--- config.mk ---
export PLATFORM = sky130hd
export DESIGN_NAME = instr_encoder_loader
export DESIGN_NICKNAME = d
export VERILOG_FILES = /design/src/rtl/instr_encoder_loader_pkg.sv /design/src/rtl/instr_encoder_loader_encode.sv /design/src/rtl/instr_encoder_loader.sv
export SDC_FILE = /design/constraint.sdc
export NUM_CORES = 1
export LEC_CHECK = 0
export BUFFER_PORTS_ARGS = -buffer_cell sky130_fd_sc_hd__buf_4
export CAP_MARGIN = 40
export CORE_MARGIN = 3
export CORE_UTILIZATION = 50
export DETAILED_ROUTE_END_ITERATION = 10
export GPL_TIMING_DRIVEN = 0
export MAX_ROUTING_LAYER = met4
export PLACE_DENSITY = 0.88
export SLEW_MARGIN = 25
export SYNTH_ARGS = -nofsm -noshare
export SYNTH_HDL_FRONTEND = slang
export SYNTH_HIERARCHICAL = 1
export SYNTH_SLANG_ARGS = --single-unit
--- constraint.sdc ---
create_clock -name Clk -period 2.4 [get_ports Clk]
set_input_delay 0.48 -clock Clk [delete_from_list [all_inputs] [get_ports Clk]]
set_output_delay 0.48 -clock Clk [all_outputs]
set_load 0.01 [all_outputs]
--- src/rtl/instr_encoder_loader_pkg.sv ---
// Shared definitions for the instruction encoder/loader: opcode map (kept in
// step with the decoder), mnemonic codes, error codes, field positions and
// the loader FSM state encoding.
package instr_encoder_loader_pkg;

    // Symbolic mnemonic codes carried on In_Op; codes 11..15 are undefined.
    typedef enum logic [3:0] {
        MN_ALU  = 4'd0,
        MN_LI   = 4'd1,
        MN_ADDI = 4'd2,
        MN_ANDI = 4'd3,
        MN_ORI  = 4'd4,
        MN_LW   = 4'd5,
        MN_LB   = 4'd6,
        MN_SW   = 4'd7,
        MN_B    = 4'd8,
        MN_BEQ  = 4'd9,
        MN_BNE  = 4'd10
    } mnemonic_e;

    // 6-bit primary opcodes, identical to the decoder's table.
    localparam logic [5:0] OPC_ALU  = 6'b100000;
    localparam logic [5:0] OPC_ADDI = 6'b110000;
    localparam logic [5:0] OPC_ANDI = 6'b110010;
    localparam logic [5:0] OPC_ORI  = 6'b110011;
    localparam logic [5:0] OPC_LW   = 6'b001111;
    localparam logic [5:0] OPC_LB   = 6'b000011;
    localparam logic [5:0] OPC_SW   = 6'b011111;
    localparam logic [5:0] OPC_BEQ  = 6'b000000;
    localparam logic [5:0] OPC_BNE  = 6'b000001;
    localparam logic [5:0] OPC_LI   = 6'b111000;
    localparam logic [5:0] OPC_B    = 6'b111111;

    // Error codes reported on Err_Code.
    localparam logic [1:0] ERR_NONE     = 2'd0;
    localparam logic [1:0] ERR_BAD_OP   = 2'd1;
    localparam logic [1:0] ERR_MISMATCH = 2'd2;
    localparam logic [1:0] ERR_OVERFLOW = 2'd3;

    // Least-significant bit of each instruction field.
    localparam int OPC_LSB  = 26;
    localparam int RS_LSB   = 21;
    localparam int RD_LSB   = 16;
    localparam int RT_LSB   = 11;
    localparam int IMM_LSB  = 0;
    localparam int FUNC_LSB = 0;

    // Loader FSM states; exported on Dbg_State.
    typedef enum logic [2:0] {
        ST_IDLE   = 3'd0,
        ST_ACCEPT = 3'd1,
        ST_WRITE  = 3'd2,
        ST_READ   = 3'd3,
        ST_CHECK  = 3'd4,
        ST_DONE   = 3'd5,
        ST_ERR    = 3'd6
    } state_e;

endpackage

--- src/rtl/instr_encoder_loader_encode.sv ---
// Pure combinational encoder: descriptor fields -> 32-bit instruction word,
// plus a flag for mnemonic codes that have no encoding.
module instr_encode
    import instr_encoder_loader_pkg::*;
(
    input  logic [3:0]  op,
    input  logic [4:0]  rs,
    input  logic [4:0]  rd,
    input  logic [4:0]  rt,
    input  logic [15:0] imm,
    input  logic [3:0]  func,
    output logic [31:0] word,
    output logic        bad_op
);

    // Assemble the word field by field; unused bits stay zero.
    always_comb begin
        word   = '0;
        bad_op = 1'b0;
        case (op)
            MN_ALU: begin
                word[OPC_LSB +: 6]  = OPC_ALU;
                word[RS_LSB +: 5]   = rs;
                word[RD_LSB +: 5]   = rd;
                word[RT_LSB +: 5]   = rt;
                word[FUNC_LSB +: 4] = func;
            end
            MN_ADDI, MN_ANDI, MN_ORI, MN_LW, MN_LB, MN_SW, MN_BEQ, MN_BNE: begin
                case (op)
                    MN_ADDI: word[OPC_LSB +: 6] = OPC_ADDI;
                    MN_ANDI: word[OPC_LSB +: 6] = OPC_ANDI;
                    MN_ORI:  word[OPC_LSB +: 6] = OPC_ORI;
                    MN_LW:   word[OPC_LSB +: 6] = OPC_LW;
                    MN_LB:   word[OPC_LSB +: 6] = OPC_LB;
                    MN_SW:   word[OPC_LSB +: 6] = OPC_SW;
                    MN_BEQ:  word[OPC_LSB +: 6] = OPC_BEQ;
                    default: word[OPC_LSB +: 6] = OPC_BNE;
                endcase
                word[RS_LSB +: 5]   = rs;
                word[RD_LSB +: 5]   = rd;
                word[IMM_LSB +: 16] = imm;
            end
            MN_LI: begin
                // rs is architecturally zero for load-immediate
                word[OPC_LSB +: 6]  = OPC_LI;
                word[RD_LSB +: 5]   = rd;
                word[IMM_LSB +: 16] = imm;
            end
            MN_B: begin
                // unconditional branch: both register fields zero
                word[OPC_LSB +: 6]  = OPC_B;
                word[IMM_LSB +: 16] = imm;
            end
            default: bad_op = 1'b1;
        endcase
    end

endmodule

--- src/rtl/instr_encoder_loader.sv ---
// Program loader: accepts instruction descriptors, encodes them, writes each
// word to instruction memory and reads it back to verify before moving on.
//
// Handshake: a descriptor transfers on a rising edge where In_Valid and
// In_Ready are both high; In_Ready is high only in ACCEPT and does not depend
// on In_Valid, and In_Valid is ignored whenever In_Ready is low.
module instr_encoder_loader
    import instr_encoder_loader_pkg::*;
#(
    parameter int ADDR_W    = 10,
    parameter int MAX_WORDS = 1024
) (
    input  logic              Clk,
    input  logic              Reset,
    input  logic              Start,
    input  logic [ADDR_W-1:0] Start_Addr,
    input  logic              In_Valid,
    output logic              In_Ready,
    input  logic [3:0]        In_Op,
    input  logic [4:0]        In_Rs,
    input  logic [4:0]        In_Rd,
    input  logic [4:0]        In_Rt,
    input  logic [15:0]       In_Imm,
    input  logic [3:0]        In_Func,
    input  logic              In_Last,
    output logic [ADDR_W-1:0] Mem_Addr,
    output logic [31:0]       Mem_WrData,
    output logic              Mem_WrEn,
    input  logic [31:0]       Mem_RdData,
    output logic              Busy,
    output logic              Done,
    output logic              Error,
    output logic [1:0]        Err_Code,
    output logic [ADDR_W:0]   Word_Count,
    output logic [2:0]        Dbg_State
);

    localparam logic [ADDR_W:0]   MAX_CNT  = (ADDR_W+1)'(MAX_WORDS);
    localparam logic [ADDR_W:0]   CNT_ONE  = (ADDR_W+1)'(1);
    localparam logic [ADDR_W-1:0] ADDR_ONE = ADDR_W'(1);

    state_e            state_q, state_d;
    logic [ADDR_W-1:0] addr_q, addr_d;
    logic [31:0]       word_q, word_d;
    logic              last_q, last_d;
    logic [ADDR_W:0]   count_q, count_d;
    logic [1:0]        err_q, err_d;

    logic [31:0]       enc_word;
    logic              enc_bad;
    logic [ADDR_W:0]   count_inc;

    instr_encode u_encode (
        .op     (In_Op),
        .rs     (In_Rs),
        .rd     (In_Rd),
        .rt     (In_Rt),
        .imm    (In_Imm),
        .func   (In_Func),
        .word   (enc_word),
        .bad_op (enc_bad)
    );

    assign count_inc = count_q + CNT_ONE;

    // Next-state, address counter, word latch and readback compare.
    always_comb begin
        state_d = state_q;
        addr_d  = addr_q;
        word_d  = word_q;
        last_d  = last_q;
        count_d = count_q;
        err_d   = err_q;
        case (state_q)
            ST_IDLE, ST_DONE, ST_ERR: begin
                if (Start) begin
                    addr_d  = Start_Addr;
                    count_d = '0;
                    err_d   = ERR_NONE;
                    state_d = ST_ACCEPT;
                end
            end
            ST_ACCEPT: begin
                if (In_Valid) begin
                    if (enc_bad) begin
                        err_d   = ERR_BAD_OP;
                        state_d = ST_ERR;
                    end else begin
                        word_d  = enc_word;
                        last_d  = In_Last;
                        state_d = ST_WRITE;
                    end
                end
            end
            ST_WRITE: state_d = ST_READ;
            ST_READ:  state_d = ST_CHECK;
            ST_CHECK: begin
                if (Mem_RdData != word_q) begin
                    err_d   = ERR_MISMATCH;
                    state_d = ST_ERR;
                end else begin
                    count_d = count_inc;
                    if (last_q) begin
                        state_d = ST_DONE;
                    end else if (count_inc == MAX_CNT || addr_q == '1) begin
                        // capacity or end of memory reached: stop, never wrap
                        err_d   = ERR_OVERFLOW;
                        state_d = ST_ERR;
                    end else begin
                        addr_d  = addr_q + ADDR_ONE;
                        state_d = ST_ACCEPT;
                    end
                end
            end
            default: state_d = ST_IDLE;
        endcase
    end

    // State and datapath registers with asynchronous active-low reset.
    always_ff @(posedge Clk or negedge Reset) begin
        if (!Reset) begin
            state_q <= ST_IDLE;
            addr_q  <= '0;
            word_q  <= '0;
            last_q  <= 1'b0;
            count_q <= '0;
            err_q   <= ERR_NONE;
        end else begin
            state_q <= state_d;
            addr_q  <= addr_d;
            word_q  <= word_d;
            last_q  <= last_d;
            count_q <= count_d;
            err_q   <= err_d;
        end
    end

    // Outputs decode directly from registered state, so reset clears them at once.
    always_comb begin
        In_Ready   = (state_q == ST_ACCEPT);
        Mem_WrEn   = (state_q == ST_WRITE);
        Busy       = (state_q == ST_ACCEPT) || (state_q == ST_WRITE) ||
                     (state_q == ST_READ)   || (state_q == ST_CHECK);
        Done       = (state_q == ST_DONE);
        Error      = (state_q == ST_ERR);
        Err_Code   = err_q;
        Word_Count = count_q;
        Mem_Addr   = addr_q;
        Mem_WrData = word_q;
        Dbg_State  = state_q;
    end

endmodule
==> results.txt, run 1 <==
Area growth, synth to finish - 38.9%
Top FF cell, synth - dfrtp_1
Top-area cell type share of the netlist area - 36.9%
Dpl cell area - 0.00524 sq mm
Tcrit/Tclk final - 96.3%
Most area-consuming cells after synthesis - dfrtp_1, mux2_2, xnor2_1
Post-synth top cells - dfrtp_1, nand2_1, xnor2_1, mux2_2, a21oi_1
Clock Pin Slew Worst Setup and Hold Paths - 0.07 ns
DR DRC count - 0
Die width - 95.5 um
Clock skew - 0.00971 ns
Die height - 95.5 um
Syn nets - 508
Largest family of logic cells by synthesized area - simple AND/OR/NAND/NOR gates
CTS Sinks - 59
Fin. Hold Viols - 0
Final ANT Viol Nets - 0
Core Footprint - 0.00777 sq mm
Synth cell types - 64
Synth warn - 6
Most common cell in the netlist - dfrtp_1
CTS Buffer Depth - 2
R2R Path Start - Mem_WrData[5]
Slew @ Worst Pin - 0.511 ns
Final setup vio count - 0
Setup CP Type - register to register
Top-Level Pins - 149
CTS buffer count - 9
Max Fclk - 433 MHz
Run status - completed
Post-synth EDFFs - 0
CTS tree - built
Post-Synth Simple-Gate Area - 20.8%
Setup Slack @ Placement - -0.340 ns
Port Buf Inserts - 147
Critical Path AT - 2.52 ns
Crit path time final - 2.31 ns
Total power - 5.48 mW
Slew headroom - 65.8%
Die Area - 0.00912 sq mm
Avg Cell Area, Syn - 9.53 sq um
Largest net degree at the start of global routing - 60
GR Overflow Total - 0
Detailed-route wire length per cell - 17.3 um
Vias/cell - 5.71
H-Tree Depth - 3
Share of cells above drive strength 1 - 43.6%
Vias in the first global route - 3790
Hold Path Class - primary input to async pin
Final Worst Setup Slack - 0.0892 ns
Slowest cell on crit path - dfrtp_1
Slowest Stage Delay on Critical Path - 0.42 ns
Max-slew violations - 0
# rows - 32
Gate Count Post-Synth - 420
Initial antenna violation count - 0
Async SR Flop Fraction - 100%
Final WL - 11900 um
Global-route wire length before repair - 18200 um
Max Cap Viol - 0
Root buffer cell - clkbuf_8
Initial core utilization - 51.5%
PwrDens - 986 mW/mm^2
Hpwl dp - 8860 um
Static Leakage - 2.56 nW
Nets - 670
RSZ-0062 raised after global routing - true
Drt first pass iters - 5
Vias post-DR - 3935
Adder-cell share of the synthesized area - 0.625%
Synth area leader - dfrtp_1
Synth Area in Compound Gates - 19.5%
Required time worst endpoint - 2.61 ns
Xor/xnor share of the synthesized area - 7.66%
Worst-Skew Late Latency - 0.34 ns
Worst-path maximum fanout - 10
Total Routing Usage GR - 26.4%
Worst IR Drop VDD - 0.600 mV
Layout Utilization - 71.6%
Cts hold-fix bufs - 0
Mux cell area share after synthesis - 9.78%
Worst path cell trace - xnor2_2 > nand4_1 > nor4_4 > a21oi_2 > or2_2 > buf_2 > o21ai_0 > o31ai_1
Gpl congestion - 0.957
Yosys reg bits - 59
Critical path launch point - Mem_WrData[5]
DR iter-0 viols - 155
Synthesized cell area - 0.00400 sq mm
Sequential area share after synthesis - 36.9%
CP startpoint kind - register
# diodes - 0
Post-Layout Inst Area - 0.00556 sq mm
CP endpoint kind - register
-- timing repair --
action	4_1_cts	5_1_grt
resized for setup	4	20
setup endpoints to repair	23	33
buffers inserted	0	3
endpoints found under the hold margin	0	0
pin swaps	0	4
-- critical path: cells and delay by family, from the launching register on --
kind / cells / cell delay [ns]
flops: 1 / 0.42
xor+xnor: 1 / 0.24
compound gates: 3 / 0.39
simple gates: 3 / 0.93
buf+inv: 1 / 0.19
-- cells in the final DEF, fill, tap and decap left out, types with 3 or more instances in the layout --
cell type	count
a21o_1	5
a21oi_1	27
a22oi_1	10
a31oi_1	5
and2_1	14
and3_1	8
buf_2	3
buf_4	153
buf_6	8
clkbuf_1	5
clkbuf_2	4
clkbuf_8	10
clkinv_2	3
dfrtp_1	56
dfrtp_2	3
inv_1	8
mux2_2	33
nand2_1	36
nand2b_1	13
nand3_1	14
nand4_1	11
nor2_1	25
nor2_4	3
nor2b_1	6
nor4_4	4
o21ai_0	18
o21ai_1	6
o221ai_2	8
o22ai_1	5
o31ai_1	3
xnor2_1	31
xnor2_2	4
-- metal layers --
metal / share of wire (%) / GRT usage, % / vias to the layer above / routed length (um)
li1: - / - / 1845 / -
met1: 42 / 34.2 / 1911 / 4950
met2: 49 / 42.1 / 160 / 5840
met3: 6.8 / 4.34 / 19 / 804
met4: 2.5 / 9.36 / 0 / 297
met5: 0 / - / - / 0
-- cell type report --
| type | instances | area (sq um) |
|---|---|---|
| Clock inverter | 5 | 52.6 |
| Buffer | 23 | 166 |
| Sequential cell | 59 | 1480 |
| Clock buffer | 11 | 141 |
| Multi-Input combinational cell | 330 | 2420 |
| Tap cell | 102 | 128 |
| Timing Repair Buffer | 151 | 1150 |
| Fill cell | 605 | 2210 |
| Inverter | 8 | 30.0 |
-- power breakdown --
part           switching [mW]  total [mW]  internal, mW
registers               0.448        1.84          1.39
clock network           0.412       0.915         0.503
logic                    1.28        2.73          1.45
-- metrics by stage --
| stage | hold slack (ns) | cells | TNS [ns] |
|---|---|---|---|
| 5_1_grt | 0.0371 | 689 | -0.181 |
| 6_report | 0.0213 | 689 | 0 |
| 3_3_place_gp | 0.513 | 669 | -9.96 |
| 2_1_floorplan | 0.184 | 420 | 0 |
| 3_5_place_dp | 0.518 | 669 | -10.97 |
| 4_1_cts | 0.237 | 685 | 0 |
-- logic make-up after synthesis --
kind of cell | count (synthesis)
AO/OA/AOI/OAI | 109
XOR/XNOR | 35
adder cells (fa/ha/maj) | 2
buffers and inverters | 31
flip-flops | 59
multiplexers | 35
AND/OR/NAND/NOR | 149
-- worst paths after layout --
path	to	cells past startpoint	slack, ns
max	Word_Count[3]	8	0.09
min	Word_Count[6]	1	0.02
max reg2reg	Word_Count[3]	8	0.09
min reg2reg	Err_Code[0]	1	0.53
max in group asynchronous	Word_Count[2]	2	1.86
min in group Clk	last_q	2	0.38
-- state kept, by name, indices dropped and copies added, names as in the netlist --
signal,flops
Mem_WrData,32
last_q,1
Word_Count,11
Err_Code,2
Mem_Addr,10
Dbg_State,3
No activity file was read; power rests on OpenSTA's default activity.
==> run 2, diff against run 1 <==
- CORE_UTILIZATION: 50 -> 54
- PLACE_DENSITY: 0.88 -> default
- PLACE_DENSITY_LB_ADDON: default -> 0.08
- clock period: 2.4 -> 2.9 ns (I/O delays scaled with it)
==> run 2 against run 1 <==
Effect of this change:
- cell area fell by 2.0%
- utilization rose by 6.4 points
- first-iteration DRC count rose by 27%
- fmax fell by 12%
- critical path type unchanged
- largest power group unchanged
- highest routed layer unchanged
==> results.txt, run 2 (synthesis gave the netlist of run 1 again) <==
Max Cap Viol - 0 (unchanged)
Max-slew violations - 0 (unchanged)
Clock Pin Slew Worst Setup and Hold Paths - 0.07 ns (about the same)
DR WL met2 - 5750 um (-1.5%)
Vias/cell - 5.79 (+1.4%)
Cts hold-fix bufs - 0 (unchanged)
Top layer in use - met4
Worst IR Drop VDD - 0.525 mV (-13%)
Critical path launch point - Mem_WrData[20]
R2R Path Start - Mem_WrData[20]
Die height - 92.1 um (-3.5%)
Global-route wire length before repair - 18800 um (+3.5%)
CP startpoint kind - register
Worst-path maximum fanout - 10 (unchanged)
Most frequent cells in the layout - buf_4, dfrtp_1, nand2_1, xnor2_1, mux2_2
Initial antenna violation count - 0 (unchanged)
Setup CP Type - register to register
Static Leakage - 2.49 nW (-2.4%)
Largest register FFs - 32 (unchanged)
P_sw - 1.72 mW (-20%)
Fin. Hold Viols - 0 (unchanged)
Clock skew - 0.00836 ns (-0.00134 ns)
Hold Slack - 0.0438 ns (+0.0225 ns)
Required time worst endpoint - 3.10 ns (+0.49 ns)
# diodes - 0 (unchanged)
Vias in the first global route - 3823 (+0.87%)
GR Overflow Total - 0 (unchanged)
PwrDens - 822 mW/mm^2 (-17%)
CTS tree - built
Post-CTS Resized - 0 (-4)
Commonest non-fill, non-tap cell in the layout - buf_4
DR iter-0 viols - 197 (+27%)
Met3 routed WL - 743 um (-7.6%)
Power share of the clock group - 16.8% (about the same)
Pint - 2.76 mW (-17%)
Largest net degree at the start of global routing - 60 (unchanged)
Metal-1 WL - 5110 um (+3.2%)
Tcrit/Tclk final - 90.3% (-6.0 points)
Die Area - 0.00848 sq mm (-7.0%)
Total negative slack - 0 ns (unchanged)
Slew headroom - 54.3% (-12 points)
RSZ-0062 raised after global routing - false
Max Fclk - 382 MHz (-12%)
Final WL - 11800 um (-1.1%)
Flop pwr share - 33.6% (about the same)
Vias post-DR - 3932 (-0.076%)
Crit path time final - 2.62 ns (+0.307 ns)
Gpl congestion - 0.890 (-7.1%)
Hpwl dp - 8950 um (+1.1%)
Drt first pass iters - 5 (unchanged)
Initial core utilization - 57.3% (+5.8 points)
Final setup vio count - 0 (unchanged)
Die width - 92.1 um (-3.5%)
Nets - 667 (-0.45%)
Total Routing Usage GR - 28.6% (+2.1 points)
Run status - completed
CTS Buffer Depth - 2 (unchanged)
Hold Path Class - primary input to async pin
Final ANT Viol Nets - 0 (unchanged)
Top-Level Pins - 149 (unchanged)
Root buffer cell - clkbuf_8
CP endpoint kind - register
Slew @ Worst Pin - 0.685 ns (+0.175 ns)
Detailed-route wire length per cell - 17.3 um (+0.35%)
Switching share of power - 38.4% (-0.63 points)
H-Tree Depth - 3 (unchanged)
Gate power share - 49.5% (-0.4 points)
CTS Sinks - 59 (unchanged)
Area growth, synth to finish - 36.1%
DR DRC count - 0 (unchanged)
Share of cells above drive strength 1 - 40.5% (-3.1 points)
Critical Path AT - 2.82 ns (+0.30 ns)
CTS buffer count - 9 (unchanged)
# rows - 30 (-6.3%)
Core Footprint - 0.00698 sq mm (-10%)
Worst-Skew Late Latency - 0.33 ns (about the same)
Setup bufs post-CTS - 0 (unchanged)
Port Buf Inserts - 147 (unchanged)
-- run 2: routing by layer --
| metal | track usage (%) | vias up |
|---|---|---|
| li1 | - | 1845 |
| met1 | 37.9 | 1886 |
| met2 | 45.9 | 186 |
| met3 | 3.94 | 15 |
| met4 | 8.42 | 0 |
| met5 | - | - |
-- run 2: path summary, 6_finish.rpt --
check / end / slack, ns / depth (start not counted)
hold reg to reg: Err_Code[0] / 0.50 / 1
setup / recovery: Word_Count[5] / 0.28 / 8
min in group Clk: Err_Code[0] / 0.50 / 1
setup reg to reg: Word_Count[5] / 0.28 / 8
hold / removal: Word_Count[7] / 0.04 / 1
max in group asynchronous: Mem_Addr[6] / 2.37 / 2
-- run 2: cell type report --
type,instances,area (sq um)
plain buffers,23,163
clock buffers,13,159
clock inverters,2,35.0
fillers,510,1530
inverters,8,30.0
multi-input cells,330,2330
flip-flops and latches,59,1480
well taps,96,120
repair buffers,148,1130
-- run 2: worst max-delay path: stages (launching register included) --
cell and delay (ns):
dfrtp_1 0.40, xnor2_1 0.33, nand4_1 0.21, nor4_1 0.51, a21oi_1 0.23, or2_2 0.36
buf_2 0.19, o21ai_0 0.17, o31ai_1 0.09
-- run 2: power groups by stage --
| stage | combinational (mW) | clock [mW] | sequential, mW |
|---|---|---|---|
| global placement | 2.16 | 0 | 1.49 |
| finish | 2.22 | 0.755 | 1.51 |
| global route | 2.41 | 0.793 | 1.56 |
| CTS | 2.22 | 0.759 | 1.50 |
| detailed placement | 2.21 | 0 | 1.51 |
| floorplan | 1.15 | 0 | 1.58 |
-- run 2: stage by stage --
step / util, % / std cells / setup WS (ns) / instance area, sq um / total power, mW
after floorplan: - / 420 / 0.685 / 4000 / 2.73
after detailed placement: 74.9 / 663 / 0.0403 / 5230 / 3.72
after global placement: 74.9 / 663 / 0.0316 / 5230 / 3.66
final: 78.0 / 679 / 0.282 / 5450 / 4.48
after global routing: 78.0 / 679 / 0.0548 / 5450 / 4.76
after CTS: 77.7 / 678 / 0.305 / 5420 / 4.48
==> run 3, diff against run 2 <==
- GPL_TIMING_DRIVEN: 0 -> default
==> run 3 against run 2 <==
Effect of this change:
- non-clock buffer count shrank 15
- utilization shrank 0.88 points
- cell count shrank 2.1%
- clock power grew 13%
- die area is the same
- flip-flop and latch count is the same
==> results.txt, run 3 (synthesis gave the netlist of run 1 again) <==
Hold Path Class - primary input to async pin
Total Routing Usage GR - 27.0% (-1.6 points)
Nets - 652 (-2.2%)
CP endpoint kind - register
Critical Path AT - 2.78 ns (-0.04 ns)
Vias post-DR - 3801 (-3.3%)
CTS tree - built
Critical path's top delay family - simple AND/OR/NAND/NOR gates
Layout Utilization - 77.2% (-0.88 points)
Hpwl dp - 8090 um (-9.6%)
Drt first pass iters - 5 (unchanged)
Area growth, synth to finish - 34.6%
Tcrit/Tclk final - 88.2% (-2.1 points)
Slew @ Worst Pin - 0.547 ns (-0.138 ns)
Total negative slack - 0 ns (unchanged)
Clock skew - 0.00977 ns (+0.00141 ns)
Initial antenna violation count - 0 (unchanged)
Final setup vio count - 0 (unchanged)
DR iter-0 viols - 149 (-24%)
# rows - 30 (unchanged)
Required time worst endpoint - 3.12 ns (+0.02 ns)
Clock Pin Slew Worst Setup and Hold Paths - 0.07 ns (about the same)
Setup CP Type - register to register
Largest register FFs - 32 (unchanged)
DR DRC count - 0 (unchanged)
Cts hold-fix bufs - 0 (unchanged)
Die Area - 0.00848 sq mm (unchanged)
Slew headroom - 63.5% (+9.2 points)
H-Tree Depth - 3 (unchanged)
Gpl congestion - 0.936 (+5.3%)
CP bufs+invs - 0 (-1)
Hold Slack - 0.0881 ns (+0.0442 ns)
CTS Buffer Depth - 2 (unchanged)
Die width - 92.1 um (unchanged)
Worst-Skew Late Latency - 0.34 ns (about the same)
CP startpoint kind - register
Most frequent cells in the layout - buf_4, dfrtp_1, nand2_1, xnor2_1, mux2_2
Fin. Hold Viols - 0 (unchanged)
Worst IR Drop VDD - 0.518 mV (-1.4%)
CTS Sinks - 59 (unchanged)
Largest net degree at the start of global routing - 60 (unchanged)
Worst path cell trace - xnor2_1 > nand4_1 > nor4_1 > a21oi_1 > or2_2 > a221o_1
Final WL - 10800 um (-8.1%)
Port Buf Inserts - 148 (+0.68%)
Core Footprint - 0.00698 sq mm (unchanged)
Slowest cell on crit path - nor4_1
Setup Slack @ Placement - 0.125 ns (+0.0850 ns)
# diodes - 0 (unchanged)
CTS buffer count - 9 (unchanged)
Max Fclk - 391 MHz (+2.4%)
Slowest Stage Delay on Critical Path - 0.50 ns (about the same)
Critical path launch point - Mem_WrData[20]
Vias/cell - 5.72 (-1.3%)
Final ANT Viol Nets - 0 (unchanged)
Die height - 92.1 um (unchanged)
Share of cells above drive strength 1 - 40.8% (+0.29 points)
Initial core utilization - 57.3% (unchanged)
Top-Level Pins - 149 (unchanged)
Detailed-route wire length per cell - 16.3 um (-6.1%)
R2R Path Start - Mem_WrData[20]
RSZ-0062 raised after global routing - false
Worst-path maximum fanout - 12 (+2)
Post-CTS Resized - 0 (unchanged)
Final cell count without fillers - 665 (-2.1%)
Crit path time final - 2.56 ns (-0.0608 ns)
Max Cap Viol - 0 (unchanged)
Setup bufs post-CTS - 0 (unchanged)
Global-route wire length before repair - 17800 um (-5.4%)
Inst Count DP - 648 (-2.3%)
GR Overflow Total - 0 (unchanged)
Commonest non-fill, non-tap cell in the layout - buf_4
Run status - completed
Root buffer cell - clkbuf_8
Final Worst Setup Slack - 0.343 ns (+0.0608 ns)
Static Leakage - 2.46 nW (-1.4%)
PwrDens - 832 mW/mm^2 (+1.2%)
Vias in the first global route - 3778 (-1.2%)
Max-slew violations - 0 (unchanged)
run 3: changes by cell type in the layout (fill, tap and decap cells not counted), moves of 3 or more:
cell      before  now
buf_2          3    0
buf_4        150  155
buf_6          8    0
clkbuf_1       9    1
run 3: per-layer routing:
metal  routed length, um  part of all wire (%)  global-route usage, %
met5                   0                     0                      -
met1                4800                    44                   36.1
met4                 113                   1.0                   8.42
met3                 800                   7.4                   4.43
met2                5090                    47                   42.3
run 3: worst paths after layout:
path                                  to  slack [ns]  cells past startpoint
max in group asynchronous    Mem_Addr[9]        2.32                      2
min                        Word_Count[3]        0.09                      1
min in group Clk                  last_q        0.49                      2
max reg2reg                Word_Count[4]        0.34                      6
min reg2reg                  Err_Code[0]        0.50                      1
max                        Word_Count[4]        0.34                      6
run 3: layout make-up:
class                      instances  area (sq um)
sequential                        59          1480
timing repair buffer             156          1190
fill                             506          1590
clock inverter                     4          72.6
tap                               96           120
inverter                           8          30.0
multi-input combinational        330          2340
clock buffer                      12           155
run 3: power breakdown:
group | internal [mW] | switching [mW] | leakage (nW)
combinational | 1.14 | 0.969 | 1.60
sequential | 1.15 | 0.370 | 0.745
clock | 0.530 | 0.325 | 0.113
total | 2.82 | 1.66 | 2.46
run 3: metrics by stage:
step                      total power, mW  area (sq um)
final                                4.48          5390
after global routing                 4.78          5390
after CTS                            4.50          5360
after detailed placement             3.63          5130
after global placement               3.58          5130
after floorplan                      2.73          4000
run 3: worst reg2reg max path, cell delays in order (launching register included):
cell and delay [ns]:
dfrtp_1 0.40, xnor2_1 0.33, nand4_1 0.17, nor4_1 0.50, a21oi_1 0.22, or2_2 0.43, a221o_1 0.38
